### src/rtl/stack_pkg.sv
// Shared definitions for the stack CPU operand stack: default geometry
// and the command encoding formed from the controller's {push,pop} strobes.
package stack_pkg;

  localparam int STACK_WIDTH = 8;
  localparam int STACK_DEPTH = 16;

  // Encoding matches {push,pop} directly so decode is a plain cast.
  typedef enum logic [1:0] {
    CMD_IDLE = 2'b00,
    CMD_POP  = 2'b01,
    CMD_PUSH = 2'b10,
    CMD_REPL = 2'b11
  } stack_cmd_e;

  function automatic stack_cmd_e decodeCmd(input logic push, input logic pop);
    return stack_cmd_e'({push, pop});
  endfunction

endpackage

### src/rtl/stack_ram.sv
// DEPTH x WIDTH register file backing the operand stack. One synchronous
// write port and one asynchronous read port, so the entry below the top
// is available in the same cycle a pop is decoded.
module stack_ram #(
  parameter int WIDTH = 8,
  parameter int DEPTH = 16,
  parameter int AW    = $clog2(DEPTH)
) (
  input  logic             clk,
  input  logic             we,
  input  logic [AW-1:0]    waddr,
  input  logic [WIDTH-1:0] wdata,
  input  logic [AW-1:0]    raddr,
  output logic [WIDTH-1:0] rdata
);

  logic [WIDTH-1:0] mem [DEPTH];

  // Storage is deliberately not reset; only entries below sp are ever read.
  always_ff @(posedge clk) begin
    if (we) begin
      mem[waddr] <= wdata;
    end
  end

  assign rdata = mem[raddr];

endmodule

### src/rtl/stack_unit.sv
// Operand stack for the stack CPU datapath. Holds the stack pointer, a
// registered copy of the top entry, and sticky overflow/underflow flags.
// The top-of-stack register lets tos be a clean flop output while the RAM
// read port only has to supply the next entry down on a pop.
module stack_unit import stack_pkg::*; #(
  parameter int WIDTH = STACK_WIDTH,
  parameter int DEPTH = STACK_DEPTH,
  parameter int SPW   = $clog2(DEPTH + 1)
) (
  input  logic             clk,
  input  logic             rst,
  input  logic             push,
  input  logic             pop,
  input  logic [WIDTH-1:0] din,
  input  logic             clr_err,
  output logic [WIDTH-1:0] tos,
  output logic             tos_zero,
  output logic [SPW-1:0]   sp,
  output logic             empty,
  output logic             full,
  output logic             err_ovf,
  output logic             err_unf
);

  localparam int AW = $clog2(DEPTH);

  stack_cmd_e       cmd;
  logic [SPW-1:0]   sp_q, sp_d;
  logic [WIDTH-1:0] tos_q, tos_d;
  logic             errOvf_q, errOvf_d;
  logic             errUnf_q, errUnf_d;
  logic             isEmpty, isFull;

  logic             ramWe;
  logic [AW-1:0]    ramWaddr;
  logic [AW-1:0]    ramRaddr;
  logic [WIDTH-1:0] ramRdata;

  assign cmd     = decodeCmd(push, pop);
  assign isEmpty = (sp_q == '0);
  assign isFull  = (sp_q == SPW'(DEPTH));

  // Address arithmetic is done modulo 2**AW, which is exact for every sp
  // value where the address is actually used (including sp == DEPTH).
  assign ramRaddr = sp_q[AW-1:0] - AW'(2);

  stack_ram #(
    .WIDTH (WIDTH),
    .DEPTH (DEPTH),
    .AW    (AW)
  ) u_ram (
    .clk   (clk),
    .we    (ramWe),
    .waddr (ramWaddr),
    .wdata (din),
    .raddr (ramRaddr),
    .rdata (ramRdata)
  );

  // Command decode: next sp/tos, RAM write, and error flag updates; a new
  // error in the same cycle as clr_err overrides the clear.
  always_comb begin
    sp_d     = sp_q;
    tos_d    = tos_q;
    errOvf_d = clr_err ? 1'b0 : errOvf_q;
    errUnf_d = clr_err ? 1'b0 : errUnf_q;
    ramWe    = 1'b0;
    ramWaddr = sp_q[AW-1:0];
    case (cmd)
      CMD_PUSH: begin
        if (!isFull) begin
          ramWe = 1'b1;
          sp_d  = sp_q + SPW'(1);
          tos_d = din;
        end else begin
          errOvf_d = 1'b1;
        end
      end
      CMD_POP: begin
        if (sp_q >= SPW'(2)) begin
          sp_d  = sp_q - SPW'(1);
          tos_d = ramRdata;
        end else if (sp_q == SPW'(1)) begin
          sp_d  = '0;
          tos_d = '0;
        end else begin
          errUnf_d = 1'b1;
        end
      end
      CMD_REPL: begin
        ramWe = 1'b1;
        tos_d = din;
        if (!isEmpty) begin
          ramWaddr = sp_q[AW-1:0] - AW'(1);
        end else begin
          ramWaddr = '0;
          sp_d     = SPW'(1);
          errUnf_d = 1'b1;
        end
      end
      default: begin
      end
    endcase
  end

  // State registers with asynchronous clear of pointer, top and flags.
  always_ff @(posedge clk or posedge rst) begin
    if (rst) begin
      sp_q     <= '0;
      tos_q    <= '0;
      errOvf_q <= 1'b0;
      errUnf_q <= 1'b0;
    end else begin
      sp_q     <= sp_d;
      tos_q    <= tos_d;
      errOvf_q <= errOvf_d;
      errUnf_q <= errUnf_d;
    end
  end

  assign tos      = tos_q;
  assign tos_zero = (tos_q == '0);
  assign sp       = sp_q;
  assign empty    = isEmpty;
  assign full     = isFull;
  assign err_ovf  = errOvf_q;
  assign err_unf  = errUnf_q;

endmodule

### config.mk
export PLATFORM = sky130hd
export DESIGN_NAME = stack_unit
export DESIGN_NICKNAME = d
export VERILOG_FILES = /design/src/rtl/stack_pkg.sv /design/src/rtl/stack_ram.sv /design/src/rtl/stack_unit.sv
export SDC_FILE = /design/constraint.sdc
export NUM_CORES = 1
export LEC_CHECK = 0
export BUFFER_PORTS_ARGS = -buffer_cell sky130_fd_sc_hd__buf_2
export CORE_MARGIN = 8
export CORE_UTILIZATION = 57
export DETAILED_ROUTE_END_ITERATION = 8
export HOLD_SLACK_MARGIN = 0.15
export PLACE_DENSITY_LB_ADDON = 0.25
export SLEW_MARGIN = 10
export SYNTH_ARGS = -nofsm -noshare
export SYNTH_HDL_FRONTEND = slang
export SYNTH_SLANG_ARGS = --single-unit
export TNS_END_PERCENT = 5
### constraint.sdc
create_clock -name clk -period 4.2 [get_ports clk]
set_input_delay 0.84 -clock clk [delete_from_list [all_inputs] [get_ports clk]]
set_output_delay 0.84 -clock clk [all_outputs]
set_load 0.1 [all_outputs]
==> impl_metrics.yaml <==
outcome:
  status: "finished, final reports clean"
clock_network:
  clockRootBuffer: "clkbuf_8"
  cts.sinks: 143
  postCtsHoldBufs: 0
  cts_max_path_buffers: 2
  insertion_delay_ps: 520
  cts_tree: "done"
  cts_resized: 0
  post-cts-setup-buffers: 0
  htree_levels: 4
  clkTransAtPathRegs_ps: 60
  cts_buffers: 17
floorplanning:
  placementRows: 38
  initial_core_util_pct: 57.62
  coreArea_mm2: 0.01065
  ios: 31
  die_height_um: 119.8
  die_w_um: 119.8
  dieArea_mm2: 0.01434
critical_path:
  crit_arrival_ps: 3380
  timing_worst_setup_path_type: "reg -> reg"
  critPathRequiredTime_ps: 4350
  critPathMaxFanout: 14
  setup.worst_path.start_class: "register"
  r2r_start: "sp[2]"
  end_kind: "register"
  crit_start: "sp[2]"
layout:
  regArea_mm2: 0.004222
  fill_cells: 738
  syn2layout_area_growth_pct: 13.68
  final_cell_area_mm2: 0.006977
  n_antenna_cell: 0
  drive_gt1_share_pct: 21.93
  nets: 432
  multi_input_area_mm2: 0.001798
sta:
  drv_slew: 0
  rsz0062_at_grt: "no"
  finalCriticalPeriod_ps: 3230
  skew_ps: 7.263
  worst_pin_slew_ps: 887.8
  fin_crit_sh_pct: 76.90
  relSlewSlack_pct: 40.82
  finalSetupViolCount: 0
  max_freq_ghz: 0.3096
  fin_tns_setup_ps: 0
  hold_violations: 0
  worst_slack_ps: 970.3
  hold_slack_ps: 377.9
synth:
  yosysSeqAreaShare_pct: 68.75
  synth_edf_count: 128
  synth.top_cell.area_share_pct: 62.63
  synthCells: 377
  ys_ff_latch: 143
  synth-warning-count: 0
  yosys.cell_count.top_type: "edfxtp_1"
  synth_cell_types: 52
  syn_area_mm2: 0.006137
  synth_fp_nets: 398
  synth_top_area_cell: "edfxtp_1"
  avgSynthCellArea_um2: 16.28
  ys_top_cells_by_area: "edfxtp_1, mux4_2, dfrtp_1, mux2i_1, nor2_1"
  synthArstFlopShare_pct: 10.49
  yosys-top-cells-count: "edfxtp_1, nor2_1, mux2i_1, nand2_1, mux4_2"
  ys.flop_type: "edfxtp_1"
drt:
  ant_nets: 0
  post_drt_wl_per_cell_um: 23.98
  drtIter0Drc: 287
  via_per_inst: 6.204
  post-route-drc-count: 0
  dr.pass1.iters: 5
  vias: 3499
  routed_wl_um: 13530
run:
  drv_cap: 0
global_routing:
  track_usage_pct: 19.23
  grt_antenna_before_repair: 0
  grt_max_degree: 49
  grt_pass1_vias: 3538
  overflow: 0
  grt_pass1_wl_um: 20490
placed_design:
  gp_congestion: 0.9266
  io_buffer_count: 30
  place_ws_ps: 956.9
  place_hpwl_um: 8716
  detailed_place.area_mm2: 0.006386
hold_path:
  hold_path.class: "in -> async"
power:
  powerDensity_mw_per_mm2: 787.5
  peakVddDrop_mv: 0.6071
  power.leakage_uw: 0.002435
==> path summary, 6_finish.rpt <==
check | end | slack [ps] | cells after the start
setup / recovery | u_ram.mem[2][0] | 970 | 7
hold / removal | sp[2] | 380 | 2
setup reg to reg | u_ram.mem[2][0] | 970 | 7
hold reg to reg | err_unf | 500 | 1
max in group asynchronous | sp[1] | 3390 | 2
min in group clk | err_unf | 500 | 1
==> where the power goes <==
part / switching, µW / internal [µW]
clock: 549 / 932
combinational: 1500 / 645
sequential: 127 / 1740
total: 2170 / 3320
==> routing by layer <==
metal | share of wire, % | global-route usage [%] | up-vias
met1 | 42 | 25.50 | 1746
met2 | 48 | 29.37 | 160
li1 | - | - | 1564
met5 | 0 | 0 | -
met3 | 7.5 | 5.449 | 29
met4 | 2.4 | 8.041 | 0
==> cell type report <==
| class | instances | share of cell area (%) |
|---|---|---|
| multi-input combinational | 210 | 25.77 |
| clock inverter | 11 | 2.027 |
| sequential | 143 | 60.51 |
| timing repair buffer | 32 | 2.367 |
| clock buffer | 21 | 6.438 |
| tap | 140 | 2.511 |
| inverter | 7 | 0.3766 |
==> registers in the layout, indices dropped and copies added (netlist names) <==
| signal | count |
|---|---|
| err_ovf | 1 |
| err_unf | 1 |
| u_ram.mem | 128 |
| tos | 8 |
| sp | 5 |
==> through the flow <==
step	util [%]	instances	power (µW)
after CTS	65.51	564	5503
after global placement	59.96	532	3990
after global routing	65.51	564	5692
final	65.51	564	5494
after detailed placement	59.96	532	4018
after floorplan	-	377	3563
==> critical path: stages, from the launching register on <==
cell and delay, ps:
dfrtp_1 690, inv_1 170, ha_1 280, a21boi_0 170
xnor2_1 300, a21oi_1 150, or3b_2 540, nor2_1 560
==> placed cells by master, fill, tap and decap left out, types with 3 or more instances in the layout <==
master and count:
nor2b_1 3, ha_1 8, dfrtp_1 13, mux2i_1 23
clkinv_2 4, mux4_2 18, nand2b_1 4, clkbuf_8 3
clkbuf_16 16, nor3_1 5, nand3_1 9, a22oi_1 11
edfxtp_1 128, bufinv_16 3, nor3b_1 3, inv_1 6
nand2_1 23, clkinvlp_4 3, a31oi_1 13, buf_2 30
o21ai_0 8, mux4_1 4, a32oi_1 4, a21oi_1 10
nor2_1 31
==> cell families (layout without fill, tap and decap cells) <==
logic type | count (synthesis) | after routing | synth area share [%]
AOI/OAI and AO/OA | 65 | 65 | 7.911
DFF | 143 | 143 | 68.75
xor gates and xnor gates | 3 | 3 | 0.5506
and+or+nand+nor | 89 | 89 | 7.054
buffers and inverters | 24 | 71 | 2.039
muxes | 45 | 45 | 12.07
adders and majority gates | 8 | 8 | 1.631
(Power assumes the default switching activity.)
